## config.mk

```make
export PLATFORM = sky130hd
export DESIGN_NAME = sample_fetch_buffer
export DESIGN_NICKNAME = d
export VERILOG_FILES = /design/src/rtl/sample_fetch_buffer.sv
export SDC_FILE = /design/constraint.sdc
export NUM_CORES = 1
export LEC_CHECK = 0
export CAP_MARGIN = 20
export CORE_UTILIZATION = 55
export DETAILED_ROUTE_END_ITERATION = 7
export DONT_BUFFER_PORTS = 1
export GPL_TIMING_DRIVEN = 1
export PLACE_DENSITY = 0.73
export SLEW_MARGIN = 40
export SYNTH_ARGS = -nofsm -noshare
export SYNTH_HDL_FRONTEND = slang
export SYNTH_SLANG_ARGS = --single-unit
```

## constraint.sdc

```tcl
create_clock -name Clk -period 3 [get_ports Clk]
set_clock_uncertainty 0.2 [all_clocks]
set_input_delay 0.6 -clock Clk [delete_from_list [all_inputs] [get_ports Clk]]
set_output_delay 0.6 -clock Clk [all_outputs]
set_load 0.01 [all_outputs]
```

## src/rtl/sample_fetch_buffer.sv

```systemverilog
// sample_fetch_buffer
// Streams a region of 16-bit sample memory into a small FIFO for the audio
// output stage. One memory read is outstanding at a time. A fetch can loop
// over the region forever or run once, and can be aborted with stop. The
// output stage pops at audio rate and is told explicitly when it underruns.

module sample_fetch_buffer #(
  parameter int DEPTH    = 16,
  parameter int READ_LAT = 2
) (
  input  logic        Clk,
  input  logic        Reset,
  input  logic        start,
  input  logic [15:0] base_addr,
  input  logic [15:0] length,
  input  logic        loop,
  input  logic        stop,
  output logic        mem_rd,
  output logic [15:0] mem_addr,
  input  logic [15:0] mem_rdata,
  input  logic        sample_req,
  output logic [15:0] sample_out,
  output logic        sample_valid,
  output logic        underrun,
  output logic        busy,
  output logic        done
);

  localparam int AW  = $clog2(DEPTH);
  localparam int CW  = AW + 1;
  localparam int WCW = $clog2(READ_LAT + 1);

  typedef enum logic [1:0] {
    IDLE,
    ISSUE,
    WAIT,
    STORE
  } state_t;

  state_t          state_q, state_d;
  logic [15:0]     base_q, base_d;
  logic [15:0]     len_q, len_d;
  logic            loop_q, loop_d;
  logic [15:0]     ptr_q, ptr_d;
  logic [15:0]     remaining_q, remaining_d;
  logic            stop_q, stop_d;
  logic [WCW-1:0]  wait_cnt_q, wait_cnt_d;
  logic            mem_rd_q, mem_rd_d;
  logic [15:0]     mem_addr_q, mem_addr_d;
  logic            busy_q, busy_d;
  logic            done_q, done_d;

  logic [15:0]     fifo_mem_q [DEPTH];
  logic [AW-1:0]   wr_ptr_q, wr_ptr_d;
  logic [AW-1:0]   rd_ptr_q, rd_ptr_d;
  logic [CW-1:0]   count_q, count_d;
  logic [15:0]     sample_out_q, sample_out_d;
  logic            sample_valid_q, sample_valid_d;
  logic            underrun_q, underrun_d;

  logic            push;
  logic            pop;
  logic            stop_now;

  assign stop_now = stop_q | stop;

  // Fetch sequencer: picks the next state and the read strobe, and tracks
  // the address pointer and words remaining in the current pass.
  always_comb begin
    state_d     = state_q;
    base_d      = base_q;
    len_d       = len_q;
    loop_d      = loop_q;
    ptr_d       = ptr_q;
    remaining_d = remaining_q;
    stop_d      = stop_q;
    wait_cnt_d  = wait_cnt_q;
    mem_rd_d    = 1'b0;
    mem_addr_d  = mem_addr_q;
    busy_d      = busy_q;
    done_d      = 1'b0;
    push        = 1'b0;

    if (state_q != IDLE && stop) begin
      stop_d = 1'b1;
    end

    case (state_q)
      IDLE: begin
        stop_d = 1'b0;
        if (start && !done_q) begin
          if (length != 16'd0) begin
            base_d      = base_addr;
            len_d       = length;
            loop_d      = loop;
            ptr_d       = base_addr;
            remaining_d = length;
            busy_d      = 1'b1;
            state_d     = ISSUE;
          end else begin
            done_d = 1'b1;
          end
        end
      end

      ISSUE: begin
        if (stop_now) begin
          stop_d  = 1'b0;
          busy_d  = 1'b0;
          done_d  = 1'b1;
          state_d = IDLE;
        end else if (count_q < CW'(DEPTH)) begin
          mem_rd_d   = 1'b1;
          mem_addr_d = ptr_q;
          wait_cnt_d = '0;
          state_d    = WAIT;
        end
      end

      WAIT: begin
        if (wait_cnt_q == WCW'(READ_LAT - 1)) begin
          state_d = STORE;
        end else begin
          wait_cnt_d = wait_cnt_q + WCW'(1);
        end
      end

      STORE: begin
        push        = 1'b1;
        ptr_d       = ptr_q + 16'd1;
        remaining_d = remaining_q - 16'd1;
        if (stop_now) begin
          stop_d  = 1'b0;
          busy_d  = 1'b0;
          done_d  = 1'b1;
          state_d = IDLE;
        end else if (remaining_q == 16'd1) begin
          if (loop_q) begin
            ptr_d       = base_q;
            remaining_d = len_q;
            state_d     = ISSUE;
          end else begin
            busy_d  = 1'b0;
            done_d  = 1'b1;
            state_d = IDLE;
          end
        end else begin
          state_d = ISSUE;
        end
      end

      default: begin
        state_d = IDLE;
      end
    endcase
  end

  // FIFO bookkeeping: pops on request when non-empty, flags an underrun
  // otherwise, and keeps the last popped sample on the output.
  always_comb begin
    pop            = sample_req && (count_q != '0);
    sample_valid_d = pop;
    underrun_d     = sample_req && (count_q == '0);
    sample_out_d   = sample_out_q;
    rd_ptr_d       = rd_ptr_q;
    wr_ptr_d       = wr_ptr_q;
    if (pop) begin
      sample_out_d = fifo_mem_q[rd_ptr_q];
      rd_ptr_d     = rd_ptr_q + AW'(1);
    end
    if (push) begin
      wr_ptr_d = wr_ptr_q + AW'(1);
    end
    count_d = count_q + CW'(push) - CW'(pop);
  end

  // State and control registers; reset discards any read still in flight.
  always_ff @(posedge Clk) begin
    if (Reset) begin
      state_q        <= IDLE;
      base_q         <= '0;
      len_q          <= '0;
      loop_q         <= 1'b0;
      ptr_q          <= '0;
      remaining_q    <= '0;
      stop_q         <= 1'b0;
      wait_cnt_q     <= '0;
      mem_rd_q       <= 1'b0;
      mem_addr_q     <= '0;
      busy_q         <= 1'b0;
      done_q         <= 1'b0;
      wr_ptr_q       <= '0;
      rd_ptr_q       <= '0;
      count_q        <= '0;
      sample_out_q   <= '0;
      sample_valid_q <= 1'b0;
      underrun_q     <= 1'b0;
    end else begin
      state_q        <= state_d;
      base_q         <= base_d;
      len_q          <= len_d;
      loop_q         <= loop_d;
      ptr_q          <= ptr_d;
      remaining_q    <= remaining_d;
      stop_q         <= stop_d;
      wait_cnt_q     <= wait_cnt_d;
      mem_rd_q       <= mem_rd_d;
      mem_addr_q     <= mem_addr_d;
      busy_q         <= busy_d;
      done_q         <= done_d;
      wr_ptr_q       <= wr_ptr_d;
      rd_ptr_q       <= rd_ptr_d;
      count_q        <= count_d;
      sample_out_q   <= sample_out_d;
      sample_valid_q <= sample_valid_d;
      underrun_q     <= underrun_d;
    end
  end

  // FIFO storage: captures returning read data during STORE.
  always_ff @(posedge Clk) begin
    if (push && !Reset) begin
      fifo_mem_q[wr_ptr_q] <= mem_rdata;
    end
  end

  assign mem_rd       = mem_rd_q;
  assign mem_addr     = mem_addr_q;
  assign sample_out   = sample_out_q;
  assign sample_valid = sample_valid_q;
  assign underrun     = underrun_q;
  assign busy         = busy_q;
  assign done         = done_q;

endmodule

```

==> impl_metrics.tcl, run 1 <==
set metrics [dict create \
    hp-class "primary input to flip-flop" \
    drv_cap 0 \
    synth-async-reset-ratio_pct 0 \
    io_pins 91 \
    drt_first_pass_iters 5 \
    setup_viol 0 \
    fin_crit_ns 2.83 \
    cts-root-buf "clkbuf_16" \
    drt-initial-drc-count 730 \
    fin_ws_ns 0.173 \
    drc_errors 0 \
    htreeDepth 2 \
    synth_area_mm2 0.0152 \
    syn_inst 1079 \
    top_usage_layer "met2" \
    outcome "completed" \
    peakVddDrop_mv 0.473 \
    utilization_pct 63.8 \
    cp.required_ns 3.24 \
    power-per-cell-area_mw_per_mm2 739 \
    grt_pass1_vias 9357 \
    final.setup.tns_ns 0 \
    crit_type "flip-flop to flip-flop" \
    synth_nets 1149 \
    synthToLayoutAreaGrowth_pct 13.3 \
    synth_cell_types 52 \
    initial_core_util_pct 56.3 \
    cts_buffer_depth 3 \
    crit_arrival_ns 3.06 \
    synth_seq_area_share_pct 66.3 \
    ys_ff_latch 376 \
    synthFlopType "edfxtp_1" \
    drt-total-wl_mm 33.7 \
    avgSynthCellArea_um2 14.1 \
    cp_num_buf_inv 4 \
    slowest_stage "or4b_4" \
    met1_usage_pct 31.2 \
    synth-edff-count 256 \
    cts_buffers 38 \
    ys_warn_count 0 \
    die_h_um 168 \
    worst_slew_pin_slew_ns 0.652 \
    io_buffers 0 \
    max_stage_delay_ns 0.46 \
    overflow 0 \
    gr-usage-all-layers_pct 24.5 \
    leakage_uw 0.00555 \
    cp-end-kind "flip-flop" \
    wl_per_cell_um 22.7 \
    via_count 9140 \
    gp_congestion 0.842 \
    finalPower_uw 12700 \
    n_fill_cell 1959 \
    pre_cts_ws_ns 0.0989 \
    placed_area_mm2 0.0159 \
    finalCritPeriodShare_pct 94.2 \
    final_nets 1182 \
    die_w_um 168 \
    clock.fmax_mhz 354 \
    cp_cell_sequence "inv_2 > ha_1 > or4b_4 > and2_4 > ha_1 > inv_1 > ha_1 > inv_1 > fa_2 > inv_1 > a21oi_2 > nor2_1 > or3_1 > a21oi_1" \
    netlist.area_leader.share_pct 50.5 \
    core_mm2 0.0270 \
    rsz0062_at_grt "no" \
    clk_pin_slew_worst_paths_ns 0.06 \
    viasPerCell 6.17 \
    antenna_found_initial 0 \
    critPathMaxFanout 2 \
    cts_tree "yes" \
    maxSlewViolCount 0 \
    final-hold-violation-count 0 \
    cp_top_family "simple AND/OR/NAND/NOR gates" \
    antenna_left 0 \
    die-area_mm2 0.0283 \
    slew_headroom_pct 56.4 \
    synth_area_leaders "edfxtp_1, dfxtp_1, mux4_2" \
    yosys.area.top_type "edfxtp_1" \
    final_area_mm2 0.0172 \
    start_kind "flip-flop" \
    grt_pass1_wl_mm 52.6 \
    met2_usage_pct 41.7 \
    fp-row-count 60 \
    clk_latency_ns 0.51 \
    cts.sink_count 376 \
    use_met3_pct 5.31 \
    drive_above_1_share_pct 17.4 \
    grt_start_max_net_pins 89 \
    place_hpwl_mm 19.2 \
]
[metrics by stage]
step                      instances  hold WS (ns)
final                          1481        0.0159
after global routing           1480       0.00235
after CTS                      1479      0.000581
after detailed placement       1394         0.240
after global placement         1394         0.236
after floorplan                1079         0.232
[synthesized netlist by cell type, drive strengths merged (2+ instances only)]
cell type,n
and3,2
a22o,16
o21ai,16
xor2,17
clkbuf,48
a211o,6
or3,5
o31ai,2
nand2b,6
nor2b,20
nor3,10
o22ai,17
a32oi,2
dfxtp,120
nand3b,3
nand4,11
nor4,17
inv,17
nor2,47
and4,2
mux2i,24
and2,4
a31oi,19
xnor2,16
a22oi,18
mux4,64
nor4b,2
a21oi,75
nand2,123
buf,23
ha,15
edfxtp,256
nor3b,2
nand3,28
a211oi,17
[final cells by class]
class | count | area, um^2 | share of cell area, %
multi-input cells | 615 | 4850 | 28.1
inverters | 17 | 63.8 | 0.370
well taps | 341 | 427 | 2.47
repair buffers | 64 | 631 | 3.66
flip-flops and latches | 376 | 10100 | 58.6
clock inverters | 20 | 168 | 0.972
diodes | 1 | 2.50 | 0.0145
clock buffers | 47 | 1010 | 5.83
[registers in the layout, indices dropped and copies added, names as in the netlist, 2 cells and up, named ones only]
signal,cells
base_q,16
wait_cnt_q,2
sample_out,16
ptr_q,16
remaining_q,16
wr_ptr_q,4
fifo_mem_q,256
mem_addr,16
len_q,16
count_q,5
rd_ptr_q,4
[final timing paths]
check | slack, ns | startpoint | endpoint | depth (start not counted)
setup / recovery | 0.17 | count_q[2] | count_q[4] | 14
hold / removal | 0.02 | base_addr[3] | base_q[3] | 2
setup reg to reg | 0.17 | count_q[2] | count_q[4] | 14
hold reg to reg | 0.25 | len_q[12] | len_q[12] | 2
[logic make-up (layout without fill, tap and decap cells)]
kind of cell,Yosys count,in the layout,share of synthesized area (%)
flops,376,376,66.3
other cells,0,1,0
xor+xnor,33,33,1.90
mux,88,88,11.0
compound gates,192,192,7.91
simple gates,286,286,9.15
fa+ha+maj,16,16,1.36
buf+inv,88,148,2.35
[what timing repair did]
action                                 4_1_cts  5_1_grt
gates resized for setup                      0        6
endpoints found under the hold margin      344        0
hold buffers                                18        0
setup buffers                                0        1
setup endpoints to repair                    0        1
[layer usage]
layer / wire [um] / vias up
met2: 16700 / 325
met1: 13500 / 4564
li1: - / 4183
met3: 2550 / 68
met4: 856 / 0
met5: 0 / -
[power by group]
group,total (uW),internal [uW],switching [uW]
clock,4500,2630,1870
combinational,2260,1170,1100
sequential,5980,5740,244
[layout by cell type, fill, tap and decap left out, drive strengths merged, types with 10 or more instances in the layout]
cell,synthesis,layout
edfxtp,256,256
nand2,123,123
dfxtp,120,120
a21oi,75,75
mux4,64,64
clkbuf,48,47
buf,23,47
nor2,47,47
nand3,28,28
mux2i,24,24
nor2b,20,20
a31oi,19,19
a22oi,18,18
inv,17,18
a211oi,17,17
xor2,17,17
o22ai,17,17
dlygate4sd3,0,17
nor4,17,17
a22o,16,16
xnor2,16,16
o21ai,16,16
ha,15,15
clkinv,0,14
nand4,11,11
nor3,10,10
Note: power is estimated with default switching activity, not from simulation.
==> run 2, diff against run 1 <==
--- a/config.mk
+++ b/config.mk
@@ -5,12 +5,15 @@
 export SDC_FILE = /design/constraint.sdc
 export NUM_CORES = 1
 export LEC_CHECK = 0
+export ABC_AREA = 1
 export CAP_MARGIN = 20
-export CORE_UTILIZATION = 55
+export CELL_PAD_IN_SITES_DETAIL_PLACEMENT = 2
+export CELL_PAD_IN_SITES_GLOBAL_PLACEMENT = 2
+export CORE_UTILIZATION = 37
 export DETAILED_ROUTE_END_ITERATION = 7
 export DONT_BUFFER_PORTS = 1
 export GPL_TIMING_DRIVEN = 1
-export PLACE_DENSITY = 0.73
+export PLACE_DENSITY_LB_ADDON = 0.1
 export SLEW_MARGIN = 40
 export SYNTH_ARGS = -nofsm -noshare
 export SYNTH_HDL_FRONTEND = slang
==> run 2 against run 1 <==
  * Register-to-register slack improved by 0.12 ns
  * Clock power up 12%
  * Sequential cell count unchanged
  * Count of clock-buffer cells in the layout is 17 higher
  * Total power is 9.7% higher
  * First-iteration DRC count down 20%
  * Cell count rose by 59%
  * Die area rose by 58%
  * Critical endpoint unchanged
  * Critical path depth decreased by 1
==> impl_metrics.tcl, run 2 <==
set metrics [dict create \
    power-per-cell-area_mw_per_mm2 746 \
    hold_depth 2 \
    cts_buffers 43 \
    p_int_uw 9550 \
    final_nets 1811 \
    place_hpwl_mm 32.0 \
    synth_seq_area_share_pct 62.0 \
    io_buffers 0 \
    seqPwrFrac_pct 43.7 \
    grt_pass1_wl_mm 80.8 \
    drc_errors 0 \
    via_count 12500 \
    drt-total-wl_mm 52.0 \
    utilization_pct 43.4 \
    core_mm2 0.0432 \
    finalCritPeriodShare_pct 90.4 \
    crit_type "flip-flop to flip-flop" \
    synthFlopType "edfxtp_1" \
    cp.required_ns 3.32 \
    drive_above_1_share_pct 8.68 \
    synth-edff-count 256 \
    sw_frac_of_total_pct 31.7 \
    hp-class "primary input to flip-flop" \
    die_h_um 212 \
    cts.sink_count 376 \
    fin_crit_ns 2.71 \
    ys_warn_count 0 \
    synth_area_leaders "edfxtp_1, dfxtp_1, nor2_1" \
    syn_inst 1704 \
    outcome "completed" \
    synth_top_family_by_area "simple AND/OR/NAND/NOR gates" \
    netlist.area_leader.share_pct 47.3 \
    cts-root-buf "clkbuf_16" \
    cts_tree "yes" \
    fin_ws_ns 0.288 \
    synth_cell_types 35 \
    yosysMostFrequentCell "nor2_1" \
    clock_power_share_pct 36.2 \
    synth_fa_ha_area_share_pct 1.28 \
    cts_resized 0 \
    clk_latency_ns 0.59 \
    final.setup.tns_ns 0 \
    switching_power_uw 4430 \
    synthSimpleGateAreaFrac_pct 19.7 \
    r2r-end "count_q[4]" \
    peakVddDrop_mv 0.477 \
    final-hold-violation-count 0 \
    top_register "fifo_mem_q" \
    viasPerCell 5.28 \
    overflow 0 \
    largest_reg_flops 256 \
    min-delay-start "length[5]" \
    drt_first_pass_iters 4 \
    worst_slew_pin_slew_ns 0.697 \
    synth_area_mm2 0.0163 \
    ys_ff_latch 376 \
    synthToLayoutAreaGrowth_pct 15.3 \
    p_comb_share_pct 20.1 \
    n_fill_cell 4652 \
    setup_viol 0 \
    die_w_um 212 \
    maxSlewViolCount 0 \
    fp-row-count 76 \
    synth_nets 1774 \
    grt_pass1_vias 13900 \
    io_pins 91 \
    synthTopCellsByCount "nor2_1, edfxtp_1, nand2_1" \
    wl_per_cell_um 22.0 \
    critPathMaxFanout 3 \
    drt-initial-drc-count 583 \
    cts_hold_buffers 36 \
    regToRegStartpoint "count_q[3]" \
    grt_start_max_net_pins 131 \
    final_area_mm2 0.0187 \
    final_cell_mix "nor2_1, edfxtp_1, nand2_1" \
    leakage_uw 0.00684 \
    place_inst 2245 \
    gp_congestion 0.758 \
    yosys.area.top_type "edfxtp_1" \
    ff2ff_path_depth 13 \
    antenna_left 0 \
    rrSetupSlack_ns 0.29 \
    postCtsSetupBuffers 0 \
    min_to "len_q[5]" \
    layout_commonest_cell "nor2_1" \
    finalNonFillerCells 2361 \
    htreeDepth 2 \
    gr-usage-all-layers_pct 23.9 \
    synth_compound_area_share_pct 10.5 \
    rsz0062_at_grt "no" \
    synthMuxAreaShare_pct 0 \
    drv_cap 0 \
    crit_arrival_ns 3.03 \
    synth_xor_area_share_pct 0.539 \
    clk_pin_slew_worst_paths_ns 0.06 \
    initial_core_util_pct 37.7 \
    synth-async-reset-ratio_pct 0 \
    cp-end-kind "flip-flop" \
    slew_headroom_pct 53.3 \
    cts_buffer_depth 3 \
    crit_start "count_q[3]" \
    die-area_mm2 0.0448 \
    placed_area_mm2 0.0171 \
    clock.fmax_mhz 369 \
    antenna_found_initial 2 \
    pre_cts_ws_ns 0.364 \
    avgSynthCellArea_um2 9.54 \
    start_kind "flip-flop" \
]
-- run 2: cells by family after synthesis --
logic type,Yosys count
AND/OR/NAND/NOR,775
flip-flops,376
AO/OA/AOI/OAI,302
buffers and inverters,225
adder cells (fa/ha/maj),16
XOR/XNOR,10
-- run 2: per-layer routing --
layer,global-route usage (%),share of wire [%]
met5,0,0
met3,3.77,3.5
met1,29.2,43
met4,8.00,2.7
met2,42.6,51
-- run 2: worst max path at each step --
| stage | to | slack [ns] | cells past startpoint |
|---|---|---|---|
| after floorplan | fifo_mem_q[3][0] | 0.24 | 3 |
| after global placement | count_q[4] | 0.45 | 13 |
| after detailed placement | count_q[4] | 0.36 | 13 |
| after CTS | count_q[4] | 0.34 | 13 |
| after global routing | count_q[4] | 0.03 | 13 |
| final | count_q[4] | 0.29 | 13 |
-- run 2: power groups by stage --
stage	registers (uW)	clock network, uW	logic (uW)
2_1_floorplan	6080	0	1970
3_3_place_gp	6210	0	2570
6_report	6110	5060	2810
5_1_grt	6140	5380	3200
4_1_cts	6110	5200	2860
3_5_place_dp	6220	0	2720
-- run 2: final cells by class --
type                    count  area (um^2)  share of cell area [%]
clock buffers              64         1190                    6.37
well taps                 585          732                    3.90
diodes                      2         5.00                  0.0267
clock inverters            14          121                   0.647
inverters                 129          490                    2.62
flip-flops and latches    376        10100                    53.9
repair buffers             88          831                    4.43
multi-input cells        1103         5280                    28.1
-- run 2: worst max-delay path, cell delays in order (launching register included) --
cell	delay, ns
dfxtp_1	0.32
inv_1	0.08
ha_1	0.17
nand3_1	0.13
nand2_1	0.13
inv_2	0.05
ha_1	0.28
inv_1	0.06
ha_1	0.17
inv_1	0.07
fa_1	0.42
o31ai_1	0.31
o21ai_0	0.12
a21oi_1	0.14
-- run 2: stage by stage --
step,hold WS [ns],total power (uW)
3_5_place_dp,0.252,8940
4_1_cts,0.00183,14200
5_1_grt,0.0166,14700
2_1_floorplan,0.239,8050
6_report,0.0284,14000
3_3_place_gp,0.246,8790
==> run 3, diff against run 2 <==
--- a/config.mk
+++ b/config.mk
@@ -6,12 +6,12 @@
 export NUM_CORES = 1
 export LEC_CHECK = 0
 export ABC_AREA = 1
+export BUFFER_PORTS_ARGS = -buffer_cell sky130_fd_sc_hd__buf_4
 export CAP_MARGIN = 20
 export CELL_PAD_IN_SITES_DETAIL_PLACEMENT = 2
 export CELL_PAD_IN_SITES_GLOBAL_PLACEMENT = 2
-export CORE_UTILIZATION = 37
+export CORE_UTILIZATION = 35
 export DETAILED_ROUTE_END_ITERATION = 7
-export DONT_BUFFER_PORTS = 1
 export GPL_TIMING_DRIVEN = 1
 export PLACE_DENSITY_LB_ADDON = 0.1
 export SLEW_MARGIN = 40
==> run 3 against run 2 <==
  * Count of clock-buffer cells in the layout fell by 6
  * Worst setup slack improved by 0.13 ns
  * Non-clock buffer count rose by 55
  * Routed wire length rose by 3.1%
  * First-iteration DRC count rose by 25%
  * Clock power rose by 2%
  * Core utilization fell by 1.4 points
  * Combinational power rose by 10%
  * Global-route usage fell by 0.79 points
  * Cell count rose by 3.0%
==> impl_metrics.tcl, run 3 (same netlist as run 2, synthesis figures left out) <==
set metrics [dict create \
    worstSetupPathDepth 13 \
    cts_buffers 44 \
    cts-root-buf "clkbuf_16" \
    cts_hold_buffers 0 \
    clock.fmax_mhz 387 \
    rrSetupSlack_ns 0.41 \
    finalCritPeriodShare_pct 86.2 \
    clk_pin_slew_worst_paths_ns 0.06 \
    maxSlewViolCount 0 \
    die-area_mm2 0.0473 \
    viasPerCell 5.20 \
    slowest_stage "fa_1" \
    drt-initial-drc-count 728 \
    clk_latency_ns 0.58 \
    sw_frac_of_total_pct 31.4 \
    largest_reg_flops 256 \
    crit_type "flip-flop to flip-flop" \
    slew_headroom_pct 58.4 \
    cp_cell_sequence "inv_1 > ha_1 > nand3_1 > nand2_1 > inv_2 > ha_1 > inv_1 > ha_1 > inv_1 > fa_1 > o31ai_1 > o21ai_0 > a21oi_1" \
    final-hold-violation-count 0 \
    fin_crit_ns 2.59 \
    regArea_mm2 0.0101 \
    cp_top_family "adder cells" \
    worst_slew_pin_slew_ns 0.624 \
    leakage_uw 0.00717 \
    crit_arrival_ns 2.89 \
    io_buffers 90 \
    top_register "fifo_mem_q" \
    die_w_um 218 \
    multi_input_area_mm2 0.00528 \
    cp.required_ns 3.31 \
    place_hpwl_mm 33.6 \
    overflow 0 \
    setup_viol 0 \
    cts_resized 0 \
    cts.sink_count 376 \
    final_cell_mix "nor2_1, edfxtp_1, nand2_1" \
    antenna_found_initial 1 \
    fp-row-count 78 \
    gr-usage-all-layers_pct 23.1 \
    final.setup.tns_ns 0 \
    wl_per_cell_um 22.0 \
    htreeDepth 2 \
    die_h_um 218 \
    cp_num_buf_inv 4 \
    power-per-cell-area_mw_per_mm2 745 \
    final_nets 1867 \
    core_mm2 0.0456 \
    place_inst 2351 \
    max_stage_delay_ns 0.41 \
    hp-class "primary input to flip-flop" \
    layout_commonest_cell "nor2_1" \
    peakVddDrop_mv 0.354 \
    antenna_left 0 \
    grt_start_max_net_pins 99 \
    gp_congestion 0.741 \
    cp-end-kind "flip-flop" \
    finalNonFillerCells 2432 \
    initial_core_util_pct 35.7 \
    drt-total-wl_mm 53.6 \
    switching_power_uw 4480 \
    drive_above_1_share_pct 13.7 \
    drc_errors 0 \
    io_pins 91 \
    start_kind "flip-flop" \
    rsz0062_at_grt "no" \
    seqPwrFrac_pct 42.1 \
    grt_pass1_vias 13900 \
    drv_cap 0 \
    postCtsSetupBuffers 0 \
    drt_first_pass_iters 4 \
    hold_depth 3 \
    grt_pass1_wl_mm 82.6 \
    clock_power_share_pct 36.2 \
    p_int_uw 9790 \
    p_comb_share_pct 21.7 \
    cts_buffer_depth 3 \
    critPathMaxFanout 3 \
    cts_tree "yes" \
    via_count 12700 \
    outcome "completed" \
    n_fill_cell 4941 \
    synthToLayoutAreaGrowth_pct 17.7 \
    ff2ff_path_depth 13 \
]
==> run 3: cell count changes in the layout (fill, tap and decap cells not counted), moves of 2 or more <==
cell           change
buf_12             +2
clkinv_1           +3
buf_4             +88
clkbuf_1           -7
clkinv_2           +4
inv_16             -2
dlygate4sd3_1     -35
==> run 3: cell type report <==
class                           count  area share, %
Inverter                          129           2.56
Antenna cell                        1         0.0131
Sequential cell                   376           52.7
Multi-Input combinational cell   1103           27.6
Clock buffer                       58           6.24
Tap cell                          600           3.92
Clock inverter                     22          0.869
Timing Repair Buffer              143           6.08
==> run 3: power groups by stage <==
stage	Clock, uW	Combinational, uW	Sequential, uW
final	5160	3090	6010
after global placement	0	3010	6110
after detailed placement	0	3140	6120
after CTS	5300	3170	6010
after global routing	5490	3480	6040
after floorplan	0	1970	6080
==> run 3: tightest hold or removal path: cells and delay by family <==
family	cells	cell delay (ns)
and+or+nand+nor	1	0.06
AOI/OAI and AO/OA	1	0.11
buffers and inverters	1	0.08
==> run 3: metrics by stage <==
stage / hold WS [ns] / util, % / total power (uW) / cell area [um^2] / worst slack (ns)
floorplan: 0.239 / - / 8050 / 16300 / 0.239
global placement: 0.249 / 39.0 / 9120 / 17800 / 0.389
detailed placement: 0.259 / 39.0 / 9260 / 17800 / 0.357
CTS: 0.0734 / 42.0 / 14500 / 19100 / 0.382
global route: 0.0947 / 42.0 / 15000 / 19100 / 0.205
finish: 0.0986 / 42.0 / 14300 / 19100 / 0.414
==> run 3: path summary, 6_finish.rpt <==
check	startpoint	to
min	base_addr[6]	base_q[6]
max reg2reg	count_q[2]	count_q[4]
max	count_q[2]	count_q[4]
min reg2reg	base_q[6]	base_q[6]
==> run 3: routing by layer <==
metal  up-vias  track usage, %  wire (um)
met1      6418            28.3      23000
met5         -               0          0
met4         0            6.90       1340
li1       5960               -          -
met2       199            41.4      27400
met3        79            3.56       1850
